==> config.mk <==
export PLATFORM = sky130hd
export DESIGN_NAME = mem_stage_lsu
export DESIGN_NICKNAME = d
export VERILOG_FILES = /design/src/rtl/lsu_pkg.sv /design/src/rtl/lsu_load_align.sv /design/src/rtl/mem_stage_lsu.sv
export SDC_FILE = /design/constraint.sdc
export NUM_CORES = 1
export LEC_CHECK = 0
export BUFFER_PORTS_ARGS = -buffer_cell sky130_fd_sc_hd__buf_2
export CAP_MARGIN = 20
export CORE_AREA = 2 2 186 188
export DETAILED_ROUTE_END_ITERATION = 8
export DIE_AREA = 0 0 188 190
export PLACE_DENSITY = 0.69
export REMOVE_ABC_BUFFERS = 1
export SETUP_SLACK_MARGIN = 0.1
export SLEW_MARGIN = 30
export SYNTH_ARGS = -nofsm -noshare
export SYNTH_HDL_FRONTEND = slang
export SYNTH_SLANG_ARGS = --single-unit
==> constraint.sdc <==
create_clock -name clk -period 12 [get_ports clk]
set_input_delay 2.4 -clock clk [delete_from_list [all_inputs] [get_ports clk]]
set_output_delay 2.4 -clock clk [all_outputs]
set_load 0.05 [all_outputs]
==> src/rtl/lsu_pkg.sv <==
// -----------------------------------------------------------------------------
// lsu_pkg
// Shared definitions for the MEM-stage load/store unit:
//   - funct3 access-size/sign encodings
//   - FSM state type
//   - default datapath width and timeout length
//   - helper functions for access legality and store byte strobes
// -----------------------------------------------------------------------------
package lsu_pkg;

    localparam int XLEN_DEF           = 64;
    localparam int TIMEOUT_CYCLES_DEF = 16;

    localparam logic [2:0] F3_B  = 3'b000;
    localparam logic [2:0] F3_H  = 3'b001;
    localparam logic [2:0] F3_W  = 3'b010;
    localparam logic [2:0] F3_D  = 3'b011;
    localparam logic [2:0] F3_BU = 3'b100;
    localparam logic [2:0] F3_HU = 3'b101;
    localparam logic [2:0] F3_WU = 3'b110;

    typedef enum logic [0:0] {
        IDLE = 1'b0,
        WAIT = 1'b1
    } lsu_state_e;

    // An access is legal when exactly one direction is requested, the size
    // encoding exists for that direction, and the address is naturally aligned.
    function automatic logic lsu_access_legal(
        input logic       rd,
        input logic       wr,
        input logic [2:0] f3,
        input logic [2:0] off
    );
        logic ok;
        ok = 1'b0;
        if (rd && wr) begin
            ok = 1'b0;
        end else if (rd) begin
            case (f3)
                F3_B, F3_BU: ok = 1'b1;
                F3_H, F3_HU: ok = (off[0] == 1'b0);
                F3_W, F3_WU: ok = (off[1:0] == 2'b00);
                F3_D:        ok = (off == 3'b000);
                default:     ok = 1'b0;
            endcase
        end else if (wr) begin
            case (f3)
                F3_B:    ok = 1'b1;
                F3_H:    ok = (off[0] == 1'b0);
                F3_W:    ok = (off[1:0] == 2'b00);
                F3_D:    ok = (off == 3'b000);
                default: ok = 1'b0;
            endcase
        end else begin
            ok = 1'b0;
        end
        return ok;
    endfunction

    // Byte enables for a store of the given size placed at byte offset off.
    function automatic logic [7:0] lsu_store_strobe(
        input logic [1:0] size,
        input logic [2:0] off
    );
        logic [7:0] base;
        case (size)
            2'b00:   base = 8'h01;
            2'b01:   base = 8'h03;
            2'b10:   base = 8'h0F;
            2'b11:   base = 8'hFF;
            default: base = 8'h00;
        endcase
        return base << off;
    endfunction

endpackage

==> src/rtl/lsu_load_align.sv <==
// -----------------------------------------------------------------------------
// lsu_load_align
// Combinational load alignment: shifts the read doubleword right by the byte
// offset, then sign- or zero-extends according to funct3. Kept stand-alone so
// a cache fill path can reuse it.
// Ports:
//   rdata  [XLEN-1:0]  raw doubleword from memory
//   off    [2:0]       byte offset within the doubleword
//   funct3 [2:0]       access size / signedness
//   data   [XLEN-1:0]  aligned, extended load value
// -----------------------------------------------------------------------------
module lsu_load_align
    import lsu_pkg::*;
#(
    parameter int XLEN = XLEN_DEF
) (
    input  logic [XLEN-1:0] rdata,
    input  logic [2:0]      off,
    input  logic [2:0]      funct3,
    output logic [XLEN-1:0] data
);

    logic [XLEN-1:0] shifted_s;

    assign shifted_s = rdata >> {off, 3'b000};

    // Size/sign extension of the shifted doubleword.
    always_comb begin
        data = {XLEN{1'b0}};
        case (funct3)
            F3_B:    data = {{(XLEN-8){shifted_s[7]}},   shifted_s[7:0]};
            F3_H:    data = {{(XLEN-16){shifted_s[15]}}, shifted_s[15:0]};
            F3_W:    data = {{(XLEN-32){shifted_s[31]}}, shifted_s[31:0]};
            F3_D:    data = shifted_s;
            F3_BU:   data = {{(XLEN-8){1'b0}},  shifted_s[7:0]};
            F3_HU:   data = {{(XLEN-16){1'b0}}, shifted_s[15:0]};
            F3_WU:   data = {{(XLEN-32){1'b0}}, shifted_s[31:0]};
            default: data = {XLEN{1'b0}};
        endcase
    end

endmodule

==> src/rtl/mem_stage_lsu.sv <==
// -----------------------------------------------------------------------------
// mem_stage_lsu
// MEM-stage load/store unit. Consumes the EX/MEM register, drives data memory
// over a req/ack handshake, extends load data and registers MEM/WB results.
// stall_o holds the upstream pipeline while an access is outstanding.
//
// Build option: define MEM_TIMEOUT_EN to abort a WAIT that lasts
// TIMEOUT_CYCLES cycles without dmem_ack (timeout_o pulses). Without it WAIT
// persists until ack and timeout_o is tied low.
//
// Ports:
//   clk, reset (async, active-high)
//   EX/MEM in : valid_i, mem_read_i, mem_write_i, mem_to_reg_i, reg_write_i,
//               funct3_i, result_i, valb_i, rd_i
//   stall_o   : combinational pipeline freeze
//   dmem_*    : registered request (req/we/addr/wdata/wstrb), ack/rdata in
//   wb_*      : registered MEM/WB outputs
//   misalign_o, timeout_o : registered one-cycle error pulses
// -----------------------------------------------------------------------------
module mem_stage_lsu
    import lsu_pkg::*;
#(
    parameter int XLEN           = XLEN_DEF,
    parameter int TIMEOUT_CYCLES = TIMEOUT_CYCLES_DEF
) (
    input  logic            clk,
    input  logic            reset,
    input  logic            valid_i,
    input  logic            mem_read_i,
    input  logic            mem_write_i,
    input  logic            mem_to_reg_i,
    input  logic            reg_write_i,
    input  logic [2:0]      funct3_i,
    input  logic [XLEN-1:0] result_i,
    input  logic [XLEN-1:0] valb_i,
    input  logic [4:0]      rd_i,
    output logic            stall_o,
    output logic            dmem_req,
    output logic            dmem_we,
    output logic [XLEN-1:0] dmem_addr,
    output logic [XLEN-1:0] dmem_wdata,
    output logic [7:0]      dmem_wstrb,
    input  logic            dmem_ack,
    input  logic [XLEN-1:0] dmem_rdata,
    output logic            wb_valid,
    output logic            wb_reg_write,
    output logic            wb_mem_to_reg,
    output logic [4:0]      wb_rd,
    output logic [XLEN-1:0] wb_alu_result,
    output logic [XLEN-1:0] wb_load_data,
    output logic            misalign_o,
    output logic            timeout_o
);

    lsu_state_e      state_r;
    lsu_state_e      state_nx_s;

    logic [2:0]      off_s;
    logic            mem_op_s;
    logic            legal_s;
    logic            stall_s;
    logic            issue_s;
    logic            illegal_s;
    logic            pass_s;
    logic            complete_s;
    logic            abort_s;
    logic            timeout_hit_s;

    // Access attributes latched at issue so alignment never depends on the
    // upstream register staying frozen.
    logic [2:0]      funct3_r;
    logic [2:0]      off_r;
    logic            is_load_r;
    logic [XLEN-1:0] load_data_s;

    assign off_s    = result_i[2:0];
    assign mem_op_s = valid_i & (mem_read_i | mem_write_i);
    assign legal_s  = lsu_access_legal(mem_read_i, mem_write_i, funct3_i, off_s);

    // Reset forces the pipeline free at once, even before the first edge.
    assign stall_o  = stall_s & ~reset;

    lsu_load_align #(
        .XLEN   (XLEN)
    ) u_load_align (
        .rdata  (dmem_rdata),
        .off    (off_r),
        .funct3 (funct3_r),
        .data   (load_data_s)
    );

`ifdef MEM_TIMEOUT_EN
    localparam int TCW = $clog2(TIMEOUT_CYCLES) + 1;

    logic [TCW-1:0] to_cnt_r;
    logic           timeout_r;

    assign timeout_hit_s = (to_cnt_r == TCW'(TIMEOUT_CYCLES - 1));
    assign timeout_o     = timeout_r;

    // WAIT-cycle counter, cleared when the request is issued.
    always_ff @(posedge clk or posedge reset) begin
        if (reset) begin
            to_cnt_r <= {TCW{1'b0}};
        end else if (issue_s) begin
            to_cnt_r <= {TCW{1'b0}};
        end else if (state_r == WAIT) begin
            to_cnt_r <= to_cnt_r + {{(TCW-1){1'b0}}, 1'b1};
        end
    end

    // One-cycle pulse on an aborted access.
    always_ff @(posedge clk or posedge reset) begin
        if (reset) begin
            timeout_r <= 1'b0;
        end else begin
            timeout_r <= abort_s;
        end
    end
`else
    logic unused_timeout_s;

    assign unused_timeout_s = (TIMEOUT_CYCLES == 32'd0);
    assign timeout_hit_s    = 1'b0;
    assign timeout_o        = 1'b0;
`endif

    // FSM state register.
    always_ff @(posedge clk or posedge reset) begin
        if (reset) begin
            state_r <= IDLE;
        end else begin
            state_r <= state_nx_s;
        end
    end

    // Next state, stall and per-cycle action decode. Ack beats timeout.
    always_comb begin
        state_nx_s = state_r;
        stall_s    = 1'b0;
        issue_s    = 1'b0;
        illegal_s  = 1'b0;
        pass_s     = 1'b0;
        complete_s = 1'b0;
        abort_s    = 1'b0;
        case (state_r)
            IDLE: begin
                if (mem_op_s) begin
                    if (legal_s) begin
                        issue_s    = 1'b1;
                        stall_s    = 1'b1;
                        state_nx_s = WAIT;
                    end else begin
                        illegal_s  = 1'b1;
                    end
                end else begin
                    pass_s = 1'b1;
                end
            end
            WAIT: begin
                if (dmem_ack) begin
                    complete_s = 1'b1;
                    state_nx_s = IDLE;
                end else if (timeout_hit_s) begin
                    abort_s    = 1'b1;
                    state_nx_s = IDLE;
                end else begin
                    stall_s    = 1'b1;
                end
            end
            default: begin
                state_nx_s = IDLE;
            end
        endcase
    end

    // Memory request registers; held stable for the whole WAIT.
    always_ff @(posedge clk or posedge reset) begin
        if (reset) begin
            dmem_req   <= 1'b0;
            dmem_we    <= 1'b0;
            dmem_addr  <= {XLEN{1'b0}};
            dmem_wdata <= {XLEN{1'b0}};
            dmem_wstrb <= 8'h00;
            funct3_r   <= 3'b000;
            off_r      <= 3'b000;
            is_load_r  <= 1'b0;
        end else if (issue_s) begin
            dmem_req   <= 1'b1;
            dmem_we    <= mem_write_i;
            dmem_addr  <= {result_i[XLEN-1:3], 3'b000};
            dmem_wdata <= valb_i << {off_s, 3'b000};
            dmem_wstrb <= mem_write_i ? lsu_store_strobe(funct3_i[1:0], off_s) : 8'h00;
            funct3_r   <= funct3_i;
            off_r      <= off_s;
            is_load_r  <= mem_read_i;
        end else if (complete_s || abort_s) begin
            dmem_req   <= 1'b0;
        end
    end

    // MEM/WB registers and misalignment pulse.
    always_ff @(posedge clk or posedge reset) begin
        if (reset) begin
            wb_valid      <= 1'b0;
            wb_reg_write  <= 1'b0;
            wb_mem_to_reg <= 1'b0;
            wb_rd         <= 5'd0;
            wb_alu_result <= {XLEN{1'b0}};
            wb_load_data  <= {XLEN{1'b0}};
            misalign_o    <= 1'b0;
        end else begin
            misalign_o <= illegal_s;
            if (pass_s || complete_s) begin
                wb_valid      <= pass_s ? valid_i : 1'b1;
                wb_reg_write  <= reg_write_i;
                wb_mem_to_reg <= mem_to_reg_i;
                wb_rd         <= rd_i;
                wb_alu_result <= result_i;
                wb_load_data  <= (complete_s && is_load_r) ? load_data_s : {XLEN{1'b0}};
            end else if (illegal_s || abort_s) begin
                // Retire the faulting instruction without a register write.
                wb_valid      <= 1'b1;
                wb_reg_write  <= 1'b0;
                wb_mem_to_reg <= mem_to_reg_i;
                wb_rd         <= rd_i;
                wb_alu_result <= result_i;
                wb_load_data  <= {XLEN{1'b0}};
            end else begin
                wb_valid      <= 1'b0;
            end
        end
    end

endmodule

== After elaboration in Yosys (flattened, before gate mapping) ==
Cells that the tools add are included.

* Input port bits: 208
* Logic and storage cells: 90
* Register bits after elaboration: 280
* Output and inout bits: 277

* Equality and inequality tests: 15
* Reduce and logical (&&, ||, !) cells: 13
* Muxes and demuxes: 37
* Bitwise operators: 6
* Shift operators: 3

{| class="wikitable"
|+ Operators by type and width
! cell !! number
|-
| case mux 64 bit (7 select lines) || 1
|-
| 2-to-1 mux 64 bit || 5
|-
| left shift 64 x 6 -> 64 bit || 1
|-
| right shift 64 x 6 -> 64 bit || 1
|-
| case mux 8 bit (4 select lines) || 1
|-
| 2-to-1 mux 1 bit || 23
|-
| equality test 3 bit (second input constant) || 6
|-
| 2-to-1 mux 8 bit || 2
|-
| equality test 3 x 2 -> 1 bit (second input constant) || 4
|-
| 2-to-1 mux 5 bit || 2
|-
| logical NOT 3 bit || 3
|-
| case mux 1 bit (4 select lines) || 2
|-
| left shift 8 x 3 -> 8 bit || 1
|-
| equality test 3 x 1 -> 1 bit (second input constant) || 2
|-
| OR reduction 2 bit || 3
|-
| equality test 2 bit (second input constant) || 2
|-
| logical NOT 2 bit || 2
|-
| nonzero test 2 bit || 2
|-
| NOT 1 bit || 3
|-
| AND 1 bit || 2
|-
| equality test 2 x 1 -> 1 bit (second input constant) || 1
|-
| logical AND 1 bit || 2
|-
| case mux 1 bit (2 select lines) || 1
|-
| logical OR 1 bit || 1
|-
| bitwise OR 1 bit || 1
|}

== Longest topological paths before layout ==
* Depth in word-level cells: 11
* Depth in mapped cells: 11
* Gate-level depth less buffers: 6

== Hierarchy ==
From an unflattened synthesis, not the netlist that was laid out.

* Cells, all modules: 1179
* Area total of the unflattened synthesis: 14734.1 µm²

{| class="wikitable"
|+ By module, submodules not included
! module !! area an instance (µm²) !! times used !! seq. area each (µm²) !! cells an instance
|-
| mem_stage_lsu || 12200.5 || 1 || 7006.7 || 890
|-
| lsu_load_align || 2533.7 || 1 || 0.0 || 289
|}

== Worst setup path before layout ==
OpenSTA, ideal clock, no wires.

* Kind: input to output
* Start: input result_i[0]
* End: output stall_o
* Path slack: 5151 ps
* Path buffers: 5
* Arrival: 4449 ps
* Required time: 9600 ps
* Stages: 8
* Cell sequence: buf_2 o41ai_2 nand4_1 buf_2 buf_2 buf_6 buf_2 a21oi_1

* Cells in the longest elaborated chain, start to end: 9
* Elaborated cells on any way between the ends: 12
* Those cells by class: mux (8); bitwise (2); reduce/logical (2)

{| class="wikitable"
|+ Ends and longest elaborated chain
! item !! RTL line !! text
|-
| start, declared || mem_stage_lsu.sv:34 || <nowiki>input logic [XLEN-1:0] result_i,</nowiki>
|-
| logical NOT 3 bit, or another cell as far along || lsu_pkg.sv:44, lsu_pkg.sv:52 ||
|-
| case mux 1 bit (4 select lines) || lsu_pkg.sv:48 || <nowiki>case (f3)</nowiki>
|-
| 2-to-1 mux 1 bit || lsu_pkg.sv:47 || <nowiki>end else if (wr) begin</nowiki>
|-
| 2-to-1 mux 1 bit * || lsu_pkg.sv:39 || <nowiki>end else if (rd) begin</nowiki>
|-
| 2-to-1 mux 1 bit * || lsu_pkg.sv:37 || <nowiki>if (rd && wr) begin</nowiki>
|-
| 2-to-1 mux 1 bit * || mem_stage_lsu.sv:149 || <nowiki>if (legal_s) begin</nowiki>
|-
| 2-to-1 mux 1 bit * || mem_stage_lsu.sv:148 || <nowiki>if (mem_op_s) begin</nowiki>
|-
| case mux 1 bit (2 select lines) * || mem_stage_lsu.sv:146 || <nowiki>case (state_r)</nowiki>
|-
| AND 1 bit * || mem_stage_lsu.sv:81 || <nowiki>assign stall_o = stall_s & ~reset;</nowiki>
|-
| end, declared || mem_stage_lsu.sv:37 || <nowiki>output logic stall_o,</nowiki>
|}

Every way passes the cells marked *; elsewhere a longest branch is shown, timed or not.

== Worst setup path in the final report ==
* Start: input result_i[1]
* End: output stall_o

* Cells in the longest elaborated chain, start to end: 9
* Elaborated cells on any way between the ends: 11
* Those cells by class: mux (8); bitwise (1); reduce/logical (2)

{| class="wikitable"
|+ Ends and longest elaborated chain
! item !! RTL line
|-
| logical NOT 3 bit / logical NOT 2 bit (equally long branches) || n/a
|-
| case mux 1 bit (4 select lines) || lsu_pkg.sv:48
|-
| 2-to-1 mux 1 bit || lsu_pkg.sv:47
|-
| 2-to-1 mux 1 bit * || lsu_pkg.sv:39
|-
| 2-to-1 mux 1 bit * || lsu_pkg.sv:37
|-
| 2-to-1 mux 1 bit * || mem_stage_lsu.sv:149
|-
| 2-to-1 mux 1 bit * || mem_stage_lsu.sv:148
|-
| case mux 1 bit (2 select lines) * || mem_stage_lsu.sv:146
|-
| AND 1 bit * || mem_stage_lsu.sv:81
|}

Marked as above.

==> impl_metrics.ini <==
[grt]
antenna_found_initial = 3
grt_max_degree = 201
track_usage_pct = 24.1
grt_pass1_vias = 11700
global_route.overflow_total = 0
grt_pass1_wl_um = 67700

[placement]
dp.final_hpwl_um = 30900
port-buffer-count = 480
dpl_worst_slack_ps = 5410
gp_congestion = 0.870

[floorplanning]
coreArea_sq_um = 33900
initial_core_util_pct = 41.8
die_w_um = 188
fp.dieArea_sq_um = 35700
chipHeight_um = 190
rows = 68
ios = 485

[synthesis]
yosysWarnings = 0
ys_seq_elements = 280
syn_area_per_cell_sq_um = 11.8
yosys.area_share.simple_pct = 6.80
synth_xor_area_share_pct = 0.0617
synth-adder-area-share_pct = 0
async_flop_share_pct = 100
syn-cell-area_sq_um = 14200
synth-main-ff-cell = dfrtp_1
synth_area_leaders = dfrtp_1, mux4_2, mux2_2
synth-edff-count = 0
synth_top_family_by_area = multiplexers
synthDistinctLibCells = 49
synth_seq_area_share_pct = 49.3
syn_inst = 1207
synth_top_area_share_pct = 49.3
yosysTopAreaCell = dfrtp_1
post-synth-top-count-cell = dfrtp_1
muxShareOfSynthArea_pct = 26.1
synth_compound_area_share_pct = 12.8
synth_common_cells = dfrtp_1, nand2_1, mux2_2, mux2i_1, a21oi_1

[clock_tree]
clk_latency_ps = 560
h-tree-depth = 1
clock-root-buffer = clkbuf_16
numCtsBuffers = 31
cts_setup_buffers = 0
cts_sinks = 280
cts-hold-fix-buffers = 0
cts_tree = done
clk_pin_slew_ps = 60
cts_resized = 0
ctsLongestPathBuffers = 3

[worst_hold_path]
hp-class = reg2reg
min-delay-start = wb_load_data[58]

[sta]
rsz0062_at_grt = false
fin_crit_ps = 6570
worst_slack_ps = 5430
fmax_mhz = 152
slew_headroom_pct = 34.9
tightest_slew_ps = 976
setup_tns_ps = 0
final_hold_viol_count = 0
timing.hold.ws_ps = 473
skew_ps = 7.65
setup_viol = 0
finalMaxSlewViolations = 0
finalCritPeriodShare_pct = 54.8

[layout]
fillCellCount = 3022
drive_gt1_share_pct = 42.8
multi_input_area_sq_um = 6540
area_growth_syn_to_layout_pct = 25.4
regArea_sq_um = 7010
largestRegisters = dmem_wdata (64), wb_alu_result (64), wb_load_data (64)
nets = 1839

[routing]
antenna_left = 0
top_layer = met5
met1_length_um = 17000
vias = 11700
via_per_inst = 5.54
wl_per_cell_um = 20.8
met3WireLength_um = 4260
wl_met2_um = 21500
drc = 0
wl_um = 44000
dr.pass1.iters = 5
drt-initial-drc-count = 840

[setup_path]
crit_type = in2out
cp_max_fo = 74
end_kind = output pin
arrival_ps = 4170
cp-start-kind = input port
worstSetupStartpoint = result_i[1]
r2r_start = state_r
cp.required_ps = 9600

[pwr]
leakagePower_nw = 8.63
power_density_nw_per_um2 = 201
max-vdd-ir-drop_mv = 0.129

[flow_run]
drv_cap = 0

[outcome]
status = completed
-- routing by layer --
| metal | up-vias | track usage [%] |
|---|---|---|
| met3 | 87 | 6.62 |
| met2 | 576 | 40.7 |
| met4 | 2 | 7.54 |
| met1 | 5793 | 30.0 |
| li1 | 5248 | - |
| met5 | - | 0 |
-- cell families (layout without fill, tap and decap cells) --
| family | count (synthesis) | in the layout |
|---|---|---|
| muxes | 284 | 284 |
| buffers and inverters | 127 | 573 |
| and+or+nand+nor | 222 | 222 |
| xor gates and xnor gates | 1 | 1 |
| AOI/OAI and AO/OA | 292 | 292 |
| DFF | 280 | 280 |
| other | 1 | 6 |
-- through the flow --
step | utilization, % | total power, mW | cells | cell area (sq um)
after floorplan | - | 2.24 | 1102 | 13600
after global placement | 49.2 | 2.60 | 2052 | 16700
after detailed placement | 49.3 | 2.62 | 2053 | 16800
after CTS | 52.4 | 3.61 | 2111 | 17800
after global routing | 52.5 | 3.75 | 2112 | 17800
final | 52.5 | 3.59 | 2113 | 17800
-- where the power goes --
group | internal [mW] | total (mW) | switching [mW]
clock network | 0.581 | 0.979 | 0.397
logic | 0.410 | 1.39 | 0.981
registers | 1.10 | 1.22 | 0.116
total | 2.09 | 3.59 | 1.49
-- critical path: stages --
cell and delay, ps:
buf_2 90, buf_4 380, o41ai_2 470, nand4_1 290
a21oi_1 210, buf_2 290
-- area by class of cell --
type / count / share of cell area [%]
clock buffers: 43 / 5.00
repair buffers: 496 / 14.3
diodes: 2 / 0.0281
inverters: 19 / 0.443
multi-input cells: 803 / 36.7
well taps: 455 / 3.20
clock inverters: 15 / 0.913
flip-flops and latches: 280 / 39.4
-- worst paths after layout --
check                                         end  slack [ps]  cells past startpoint
worst max-delay path                      stall_o        5430                      6
worst min-delay path             wb_load_data[58]         470                      1
worst max register to register  wb_alu_result[11]        8090                      7
worst min register to register   wb_load_data[58]         470                      1
max in group asynchronous                off_r[0]        8600                      3
min in group asynchronous          dmem_wdata[44]        1990                      2
-- placed cells by master (no fill, tap or decap), drive strengths merged, types with 4 or more instances in the layout --
cell | netlist | layout
nand2b | 7 | 7
a21oi | 69 | 69
nor3 | 5 | 5
nand2 | 145 | 145
conb | 1 | 4
mux2i | 77 | 77
o31ai | 18 | 18
o21ai | 110 | 110
a211oi | 15 | 15
a21o | 6 | 6
inv | 19 | 20
a22o | 22 | 22
dfrtp | 280 | 280
nor2 | 37 | 37
o22ai | 8 | 8
a22oi | 17 | 17
nor2b | 10 | 10
clkinv | 0 | 9
clkbuf | 28 | 43
a31oi | 8 | 8
buf | 80 | 496
mux4 | 54 | 54
mux2 | 153 | 153
o2111a | 8 | 8
(Power assumes the default switching activity.)
